**config.mk**
```make
export PLATFORM = sky130hd
export DESIGN_NAME = qspi_mem_ctrl
export DESIGN_NICKNAME = d
export VERILOG_FILES = /design/src/rtl/qspi_pkg.sv /design/src/rtl/qspi_sck_gen.sv /design/src/rtl/qspi_mem_ctrl.sv
export SDC_FILE = /design/constraint.sdc
export NUM_CORES = 1
export LEC_CHECK = 0
export ABC_AREA = 0
export ABC_CLOCK_PERIOD_IN_PS = 4200
export BUFFER_PORTS_ARGS = -buffer_cell sky130_fd_sc_hd__buf_2
export CORE_MARGIN = 3
export CORE_UTILIZATION = 60
export DETAILED_ROUTE_END_ITERATION = 10
export PLACE_DENSITY = 0.85
export SLEW_MARGIN = 25
export SYNTH_ARGS = -nofsm -noshare
export SYNTH_HDL_FRONTEND = slang
export SYNTH_HIERARCHICAL = 1
export SYNTH_SLANG_ARGS = --single-unit
```
**constraint.sdc**
```tcl
create_clock -name clk_i -period 4.2 [get_ports clk_i]
set_clock_uncertainty 0.1 [all_clocks]
set_input_delay 0.42 -clock clk_i [delete_from_list [all_inputs] [get_ports clk_i]]
set_output_delay 0.42 -clock clk_i [all_outputs]
set_load 0.05 [all_outputs]
```
**src/rtl/qspi_pkg.sv**
```systemverilog
// rtl/qspi_pkg.sv - shared types and constants for the quad-SPI memory controller
package qspi_pkg;

  typedef enum logic [2:0] {
    IDLE,
    CMD,
    ADDR,
    DUMMY,
    DATA,
    DONE
  } state_t;

  localparam logic [7:0] DEF_RD_CMD = 8'hEB;
  localparam logic [7:0] DEF_WR_CMD = 8'h38;

  localparam logic [3:0] OEN_IDLE  = 4'b0000;
  localparam logic [3:0] OEN_CMD   = 4'b0001;
  localparam logic [3:0] OEN_ADDR  = 4'b1111;
  localparam logic [3:0] OEN_DUMMY = 4'b0000;
  localparam logic [3:0] OEN_WDATA = 4'b1111;
  localparam logic [3:0] OEN_RDATA = 4'b0000;

  // Bit offset of data nibble idx in the 32-bit word: bytes ascend, high nibble first
  function automatic logic [4:0] nib_off(input logic [2:0] idx);
    return {idx[2:1], ~idx[0], 2'b00};
  endfunction

endpackage

```
**src/rtl/qspi_sck_gen.sv**
```systemverilog
// rtl/qspi_sck_gen.sv - SCK divider with rise/fall strobes for the phase FSM
module qspi_sck_gen #(
  parameter int CLK_DIV = 1
) (
  input  logic clk_i,
  input  logic rst_i,
  input  logic run_i,
  output logic sck_o,
  output logic rise_o,
  output logic fall_o
);

  localparam int DW = (CLK_DIV > 1) ? $clog2(CLK_DIV) : 1;
  localparam logic [DW-1:0] LAST = DW'(CLK_DIV - 1);

  logic [DW-1:0] cnt;
  logic          edge_due;

  // Strobes flag the clk edge that is about to move SCK, so the FSM acts on that same edge
  assign edge_due = run_i && (cnt == LAST);
  assign rise_o   = edge_due && !sck_o;
  assign fall_o   = edge_due && sck_o;

  // Half-period counter; SCK parks low whenever the bus is not running
  always_ff @(posedge clk_i) begin
    if (rst_i || !run_i) begin
      cnt   <= '0;
      sck_o <= 1'b0;
    end else if (cnt == LAST) begin
      cnt   <= '0;
      sck_o <= ~sck_o;
    end else begin
      cnt <= cnt + 1'b1;
    end
  end

endmodule

```
**src/rtl/qspi_mem_ctrl.sv**
```systemverilog
// rtl/qspi_mem_ctrl.sv - quad-SPI memory controller for NUM_CS devices on a shared bus
module qspi_mem_ctrl
  import qspi_pkg::*;
#(
  parameter int          NUM_CS    = 2,
  parameter int          ADDR_W    = 24,
  parameter int          DUMMY_CYC = 4,
  parameter int          CLK_DIV   = 1,
  parameter logic [7:0]  RD_CMD    = DEF_RD_CMD,
  parameter logic [7:0]  WR_CMD    = DEF_WR_CMD,
  localparam int         CS_W      = (NUM_CS > 1) ? $clog2(NUM_CS) : 1
) (
  input  logic              clk_i,
  input  logic              rst_i,
  input  logic              req_i,
  input  logic              we_i,
  input  logic [CS_W-1:0]   cs_sel_i,
  input  logic [ADDR_W-1:0] addr_i,
  input  logic [1:0]        size_i,
  input  logic [31:0]       wdata_i,
  output logic              ack_o,
  output logic [31:0]       rdata_o,
  output logic              busy_o,
  output logic [NUM_CS-1:0] mem_cs_on,
  output logic              mem_sck_o,
  input  logic [3:0]        mem_sd_i,
  output logic [3:0]        mem_sd_o,
  output logic [3:0]        mem_sd_oen_o
);

  localparam int ANIB   = ADDR_W / 4;
  localparam int MAX_PH = (DUMMY_CYC > 8) ? DUMMY_CYC : 8;
  localparam int CNT_W  = $clog2(MAX_PH);
  localparam int GAP_W  = $clog2(2 * CLK_DIV);

  state_t              state;
  logic [CNT_W-1:0]    cnt;
  logic [CNT_W-1:0]    cnt_m1;
  logic [GAP_W-1:0]    gap;
  logic                op_we;
  logic                op_sel_ok;
  logic [7:0]          op_cmd;
  logic [ADDR_W-1:0]   op_addr;
  logic [1:0]          op_size;
  logic [31:0]         op_wdata;
  logic [31:0]         rd_buf;
  logic [NUM_CS-1:0]   cs_mask;
  logic                run;
  logic                sck_rise;
  logic                sck_fall;
  logic [2:0]          last_idx;
  logic [2:0]          data_idx;
  logic [4:0]          data_off;
  logic [3:0]          shift_nib;
  logic [7:0]          cmd_sh;
  logic [ADDR_W-1:0]   addr_sh;
  logic [31:0]         wdata_sh;

  assign run      = (state == CMD) || (state == ADDR) || (state == DUMMY) || (state == DATA);
  assign cnt_m1   = cnt - 1'b1;
  assign last_idx = {op_size, 1'b1};
  assign data_idx = last_idx - cnt[2:0];
  assign data_off = nib_off(data_idx);

  qspi_sck_gen #(.CLK_DIV(CLK_DIV)) u_sck_gen (
    .clk_i  (clk_i),
    .rst_i  (rst_i),
    .run_i  (run),
    .sck_o  (mem_sck_o),
    .rise_o (sck_rise),
    .fall_o (sck_fall)
  );

  // Active-low select pattern for the requested device; all high when the index is out of range
  always_comb begin
    cs_mask = '1;
    for (int i = 0; i < NUM_CS; i++) begin
      if (CS_W'(i) == cs_sel_i) cs_mask[i] = 1'b0;
    end
  end

  // Next nibble to present when a phase continues past an SCK fall
  always_comb begin
    shift_nib = 4'h0;
    cmd_sh    = op_cmd >> cnt_m1;
    addr_sh   = op_addr >> {cnt_m1, 2'b00};
    wdata_sh  = op_wdata >> nib_off(data_idx + 3'd1);
    case (state)
      CMD:     shift_nib = {3'b000, cmd_sh[0]};
      ADDR:    shift_nib = addr_sh[3:0];
      DATA:    shift_nib = op_we ? wdata_sh[3:0] : 4'h0;
      default: shift_nib = 4'h0;
    endcase
  end

  // Main transaction FSM: outputs change on SCK falls, read data captured on SCK rises
  always_ff @(posedge clk_i) begin
    if (rst_i) begin
      state        <= IDLE;
      cnt          <= '0;
      gap          <= '0;
      op_we        <= 1'b0;
      op_sel_ok    <= 1'b0;
      op_cmd       <= '0;
      op_addr      <= '0;
      op_size      <= '0;
      op_wdata     <= '0;
      rd_buf       <= '0;
      ack_o        <= 1'b0;
      busy_o       <= 1'b0;
      rdata_o      <= '0;
      mem_cs_on    <= '1;
      mem_sd_o     <= 4'h0;
      mem_sd_oen_o <= OEN_IDLE;
    end else begin
      ack_o <= 1'b0;
      if (gap != '0) gap <= gap - 1'b1;
      case (state)
        IDLE: begin
          if (ack_o) begin
            busy_o <= 1'b0;
          end else if (req_i && !busy_o && gap == '0) begin
            state        <= CMD;
            busy_o       <= 1'b1;
            cnt          <= CNT_W'(7);
            op_we        <= we_i;
            op_sel_ok    <= ~&cs_mask;
            op_cmd       <= we_i ? WR_CMD : RD_CMD;
            op_addr      <= addr_i;
            op_size      <= size_i;
            op_wdata     <= wdata_i;
            rd_buf       <= '0;
            mem_cs_on    <= cs_mask;
            mem_sd_o     <= {3'b000, we_i ? WR_CMD[7] : RD_CMD[7]};
            mem_sd_oen_o <= OEN_CMD;
          end
        end
        DONE: begin
          if (cnt == '0) begin
            state   <= IDLE;
            ack_o   <= 1'b1;
            if (!op_we) rdata_o <= op_sel_ok ? rd_buf : 32'h0;
          end else begin
            cnt <= cnt_m1;
          end
        end
        default: begin
          if (sck_rise && state == DATA && !op_we)
            rd_buf <= rd_buf | ({28'h0, mem_sd_i} << data_off);
          if (sck_fall) begin
            if (cnt != '0) begin
              cnt      <= cnt_m1;
              mem_sd_o <= shift_nib;
            end else begin
              case (state)
                CMD: begin
                  state        <= ADDR;
                  cnt          <= CNT_W'(ANIB - 1);
                  mem_sd_o     <= op_addr[ADDR_W-1 -: 4];
                  mem_sd_oen_o <= OEN_ADDR;
                end
                ADDR: begin
                  if (!op_we && DUMMY_CYC > 0) begin
                    state        <= DUMMY;
                    cnt          <= CNT_W'(DUMMY_CYC - 1);
                    mem_sd_o     <= 4'h0;
                    mem_sd_oen_o <= OEN_DUMMY;
                  end else begin
                    state        <= DATA;
                    cnt          <= CNT_W'(last_idx);
                    mem_sd_o     <= op_we ? op_wdata[7:4] : 4'h0;
                    mem_sd_oen_o <= op_we ? OEN_WDATA : OEN_RDATA;
                  end
                end
                DUMMY: begin
                  state        <= DATA;
                  cnt          <= CNT_W'(last_idx);
                  mem_sd_o     <= op_we ? op_wdata[7:4] : 4'h0;
                  mem_sd_oen_o <= op_we ? OEN_WDATA : OEN_RDATA;
                end
                default: begin
                  state        <= DONE;
                  cnt          <= CNT_W'(1);
                  gap          <= GAP_W'(2 * CLK_DIV - 1);
                  mem_cs_on    <= '1;
                  mem_sd_o     <= 4'h0;
                  mem_sd_oen_o <= OEN_IDLE;
                end
              endcase
            end
          end
        end
      endcase
    end
  end

endmodule

```
==> impl_metrics.py, run 1 <==
metrics = {
    "run_status": {
        "status": "finished, final reports clean",
    },
    "floorplanning": {
        "io_pins": 112,
        "die_x_um": 106,
        "dieArea_mm2": 0.0113,
        "core_mm2": 0.00977,
        "fp.dieH_um": 106,
        "fp-row-count": 36,
        "initial_core_util_pct": 61.9,
    },
    "place": {
        "gp_congestion": 0.889,
        "dpl_cell_area_mm2": 0.00654,
        "pre_cts_slack_ps": 1380,
        "dp_hpwl_um": 9880,
        "io_buffers": 111,
        "dp_cells": 917,
    },
    "grt": {
        "grt_antenna_before_repair": 0,
        "grt_max_degree": 112,
        "grt.overflow.total": 0,
        "grt_pass1_wl_um": 25200,
        "grt_pass1_vias": 5310,
        "gr-usage-all-layers_pct": 27.6,
    },
    "route": {
        "drt-total-wl_um": 15200,
        "drt-initial-drc-count": 509,
        "viasPerCell": 5.83,
        "first_pass_iters": 5,
        "vias": 5531,
        "drcViolationCount": 0,
        "ant_nets": 0,
        "avgRoutedWirePerCell_um": 16.0,
    },
    "timing": {
        "setup_tns_ps": 0,
        "drv_slew": 0,
        "period_needed_ps": 2970,
        "max_freq_mhz": 336,
        "maxSlewHeadroom_pct": 42.5,
        "min_period_over_period_pct": 70.8,
        "hold_ws_ps": 32.3,
        "final_hold_viol_count": 0,
        "setup_viol": 0,
        "tightest_slew_ps": 861,
        "rsz0062_at_grt": "false",
        "setup_slack_ps": 1230,
    },
    "cts": {
        "post-cts-setup-buffer-count": 0,
        "root_buffer": "clkbuf_8",
        "path_clk_slew_ps": 60,
        "post_cts_resize_count": 0,
        "cts_num_sinks": 144,
        "worst_skew_pair.late_latency_ps": 520,
        "ctsLongestPathBuffers": 2,
        "cts_buffers": 17,
        "cts_tree": "built",
        "cts-hold-fix-buffers": 0,
        "ctsHtreeMaxLevel": 4,
    },
    "power": {
        "p_leak_nw": 2.75,
        "vdd_drop_max_mv": 0.292,
        "power_density_mw_per_mm2": 525,
        "power_mw": 3.76,
    },
    "logic_synthesis": {
        "synth-async-reset-ratio_pct": 0,
        "ys_ff_latch": 144,
        "yosys-top-cells-area": "dfxtp_1, nand2_1, a21oi_1",
        "avgSynthCellArea_um2": 8.34,
        "synth_nets": 796,
        "ys_warn_count": 6,
        "syn-cell-area_mm2": 0.00605,
        "synth-adder-area-share_pct": 0.620,
        "synth_mux_area_share_pct": 6.47,
        "yosysUniqueCellTypes": 62,
        "synth_xor_area_share_pct": 1.65,
        "synth-seq-area-share_pct": 47.6,
        "ys.flop_type": "dfxtp_1",
        "synthDominantCellAreaShare_pct": 47.6,
        "synth-edff-count": 0,
        "yosysTopAreaCell": "dfxtp_1",
        "synth_top_family_by_area": "simple AND/OR/NAND/NOR gates",
        "synthCells": 726,
        "yosysMostFrequentCell": "nand2_1",
        "synth_compound_area_share_pct": 16.8,
        "yosys-top-cells-count": "nand2_1, dfxtp_1, a21oi_1",
        "synthSimpleGateAreaFrac_pct": 21.6,
    },
    "worst_setup_path": {
        "endpoint": "mem_sd_o[3]",
        "path_cells": "nor2_1 > xnor2_1 > and3b_2 > o21ai_0 > or3_1 > o32a_1 > o21ai_0",
        "cp_max_fo": 25,
        "regToRegSetupSlack_ps": 1230,
        "r2r_start": "state[1]",
        "reg2reg_to": "mem_sd_o[3]",
        "path_buf_inv": 0,
        "rr_worst_depth": 7,
        "critPathLaunch": "state[1]",
        "worstPathArrival_ps": 3320,
        "path_common_cell": "o21ai_0",
        "cp_top_family": "simple AND/OR/NAND/NOR gates",
        "required_ps": 4540,
        "worst-setup-path-type": "register to register",
        "path_depth": 7,
        "slowest_stage": "dfxtp_1",
        "start_kind": "register",
        "critPathCaptureType": "register",
        "max_stage_delay_ps": 880,
    },
    "cells_and_area": {
        "drive_above_1_share_pct": 21.1,
        "stdcell_count": 949,
        "final_area_mm2": 0.00716,
        "regArea_mm2": 0.00288,
        "post-route-util_pct": 73.3,
        "antennaDiodeCount": 0,
        "fin_nets": 873,
        "n_fill_cell": 730,
        "multi_input_area_mm2": 0.00287,
        "syn_to_final_growth_pct": 18.3,
    },
    "run": {
        "maxCapViolations": 0,
    },
    "min_path": {
        "hp-start": "wdata_i[22]",
        "hp-class": "input port to register",
    },
}
-- how the worst min path moves through the flow --
stage                              end  slack [ps]  depth (start not counted)
final                     op_wdata[22]          30                          3
after global routing        op_addr[2]          20                          3
after global placement     rdata_o[10]         340                          2
after CTS                   op_addr[2]          20                          3
after detailed placement   rdata_o[27]         340                          2
after floorplan             rd_buf[19]         330                          2
-- area by class of cell --
type                            count  area share, %
Multi-Input combinational cell    513           40.0
Sequential cell                   144           40.3
Inverter                           13          0.681
Clock buffer                       23           6.38
Clock inverter                      9           2.17
Timing Repair Buffer              114           8.16
Tap cell                          133           2.32
-- state kept, by name, indices dropped and copies added (netlist names) --
name,cells
rd_buf,32
mem_sd_oen_o,2
state,3
ack_o,1
op_size,2
busy_o,1
rdata_o,32
cnt,3
u_sck_gen/cnt,1
op_addr,24
mem_sd_o,4
mem_cs_on,2
op_cmd,3
gap,1
op_wdata,32
u_sck_gen/sck_o,1
-- where the power goes --
| group | total, mW | switching, mW | internal [mW] |
|---|---|---|---|
| Clock | 1.55 | 0.553 | 0.998 |
| Sequential | 1.53 | 0.0802 | 1.45 |
| Combinational | 0.682 | 0.425 | 0.257 |
| Total | 3.76 | 1.06 | 2.70 |
-- per-layer routing --
| metal | track usage (%) | wire (µm) | vias to the layer above |
|---|---|---|---|
| li1 | - | - | 2640 |
| met5 | 0 | 0 | - |
| met2 | 45.7 | 7340 | 232 |
| met4 | 10.0 | 342 | 0 |
| met1 | 35.8 | 6550 | 2617 |
| met3 | 6.01 | 960 | 42 |
-- cells in the final DEF, fill, tap and decap left out, drive strengths merged, types with 2 or more instances in the layout --
| cell type | synthesis | layout |
|---|---|---|
| mux4 | 12 | 12 |
| and3b | 2 | 2 |
| inv | 13 | 14 |
| and2 | 2 | 2 |
| clkbuf | 26 | 23 |
| a2bb2oi | 2 | 2 |
| a221oi | 2 | 2 |
| and3 | 2 | 2 |
| o2bb2ai | 2 | 2 |
| nor3b | 4 | 4 |
| nand2 | 194 | 194 |
| nand2b | 4 | 4 |
| clkinv | 0 | 3 |
| xor2 | 2 | 2 |
| o22ai | 6 | 6 |
| bufinv | 0 | 4 |
| dfxtp | 144 | 144 |
| a211oi | 4 | 4 |
| ha | 3 | 3 |
| xnor2 | 6 | 6 |
| a31oi | 4 | 4 |
| or3 | 3 | 3 |
| or2 | 2 | 2 |
| nor2 | 18 | 18 |
| nor3 | 6 | 6 |
| o21ai | 43 | 43 |
| mux2i | 11 | 11 |
| a21oi | 102 | 102 |
| nand3 | 48 | 48 |
| buf | 30 | 114 |
| nor2b | 6 | 6 |
| o221ai | 4 | 4 |
-- tightest hold or removal path, delay by kind of cell --
kind | cells | cell delay, ps
compound gates | 1 | 50
buf+inv | 1 | 100
simple gates | 1 | 40
-- cells by family after synthesis --
group | Yosys count
flip-flops | 144
XOR/XNOR | 9
multiplexers | 24
other | 1
buffers and inverters | 69
adder cells (fa/ha/maj) | 3
AO/OA/AOI/OAI | 180
AND/OR/NAND/NOR | 296
No activity file was read; power rests on OpenSTA's default activity.
==> run 2, diff against run 1 <==
ABC_CLOCK_PERIOD_IN_PS = 2600   (was 4200)
CORE_UTILIZATION = 50   (was 60)
PLACE_DENSITY = 0.76   (was 0.85)
clock period = 2.6 ns   (was 4.2 ns; I/O delays follow)
==> impl_metrics.py, run 2 (same netlist as run 1, synthesis figures left out) <==
metrics = {
    "run_status": {
        "status": "finished, final reports clean",
    },
    "floorplanning": {
        "io_pins": 112,
        "fp.dieH_um": 116,
        "initial_core_util_pct": 52.1,
        "core_mm2": 0.0116,
        "die_x_um": 116,
        "fp-row-count": 39,
        "dieArea_mm2": 0.0135,
    },
    "route": {
        "drt-total-wl_um": 16200,
        "ant_nets": 0,
        "met2WireLength_um": 8210,
        "drcViolationCount": 0,
        "top_layer_used": "met4",
        "route.met3.wl_um": 858,
        "wl_met1_um": 6600,
        "avgRoutedWirePerCell_um": 15.8,
        "first_pass_iters": 6,
        "vias": 5600,
        "viasPerCell": 5.46,
        "drt-initial-drc-count": 471,
    },
    "place": {
        "dpl_cell_area_mm2": 0.00664,
        "gp_congestion": 0.912,
        "io_buffers": 111,
        "dp_hpwl_um": 10500,
        "pre_cts_slack_ps": 377,
    },
    "worst_setup_path": {
        "worstPathArrival_ps": 2440,
        "worst-setup-path-type": "register to register",
        "cp_max_fo": 6,
        "required_ps": 2780,
        "start_kind": "register",
        "critPathCaptureType": "register",
        "regToRegSetupSlack_ps": 350,
    },
    "timing": {
        "final_hold_viol_count": 0,
        "setup_slack_ps": 345,
        "maxSlewHeadroom_pct": 57.7,
        "max_freq_mhz": 444,
        "drv_slew": 0,
        "period_needed_ps": 2250,
        "rsz0062_at_grt": "false",
        "tightest_slew_ps": 628,
        "min_period_over_period_pct": 86.7,
        "setup_tns_ps": 0,
        "setup_viol": 0,
    },
    "cts": {
        "path_clk_slew_ps": 60,
        "post_cts_resize_count": 0,
        "worst_skew_pair.late_latency_ps": 430,
        "cts_buffers": 17,
        "cts_tree": "built",
        "root_buffer": "clkbuf_16",
        "ctsLongestPathBuffers": 2,
        "ctsHtreeMaxLevel": 4,
        "cts_num_sinks": 144,
    },
    "power": {
        "power_density_mw_per_mm2": 807,
        "vdd_drop_max_mv": 0.487,
        "p_leak_nw": 3.04,
    },
    "grt": {
        "grt_pass1_vias": 5637,
        "grt.overflow.total": 0,
        "grt_max_degree": 57,
        "grt_pass1_wl_um": 26900,
        "gr-usage-all-layers_pct": 25.4,
        "grt_antenna_before_repair": 0,
    },
    "run": {
        "maxCapViolations": 0,
    },
    "cells_and_area": {
        "fin_nets": 939,
        "post-route-util_pct": 67.6,
        "antennaDiodeCount": 0,
        "n_fill_cell": 909,
        "layout_common_cells": "nand2_1, dfxtp_1, buf_2",
        "syn_to_final_growth_pct": 29.6,
        "layout_commonest_cell": "nand2_1",
        "final_area_mm2": 0.00785,
        "drive_above_1_share_pct": 20.5,
        "largest_registers": "op_wdata (32), rd_buf (32), rdata_o (32)",
    },
    "min_path": {
        "hp-class": "input port to register",
    },
}
run 2: final timing paths:
check | from | endpoint | depth (start not counted)
hold reg to reg | rd_buf[7] | rd_buf[7] | 2
setup reg to reg | op_size[0] | mem_sd_o[0] | 7
setup / recovery | op_size[0] | mem_sd_o[0] | 7
hold / removal | wdata_i[0] | op_wdata[0] | 3
run 2: area by class of cell:
cell class                 instances  area, µm²  area share [%]
timing repair buffer             180       1210            15.5
inverter                          13       48.8           0.622
multi-input combinational        513       2860            36.5
tap                              143        179            2.28
clock buffer                      23        478            6.09
clock inverter                     9        179            2.28
sequential                       144       2880            36.7
run 2: power breakdown:
group	switching (mW)	total [mW]	internal [mW]
combinational	0.721	1.21	0.489
sequential	0.0942	2.44	2.34
clock	0.905	2.68	1.78
run 2: stage by stage:
stage | hold WS [ps] | power, mW | cells
final | 3.95 | 6.33 | 1025
after global routing | 21.3 | 6.57 | 1025
after CTS | 4.01 | 6.35 | 1025
after detailed placement | 343 | 3.61 | 938
after global placement | 337 | 3.58 | 938
after floorplan | 230 | 3.34 | 726
run 2: per-layer routing:
layer	vias to the layer above	GRT usage, %
met5	-	0
met4	0	11.8
met3	41	6.06
met2	180	43.8
met1	2602	29.9
li1	2777	-
run 2: repair_timing:
item / CTS / global route
endpoints found under the hold margin: 55 / 0
buffers inserted: 0 / 0
hold buffers: 55 / 0
run 2: worst max-delay path: stages, from the launching register on:
cell and delay, ps:
dfxtp_1 400, inv_1 80, ha_1 430, mux4_2 530, mux2i_1 180, nor3_1 70, nor3b_1 200, a311oi_1 120
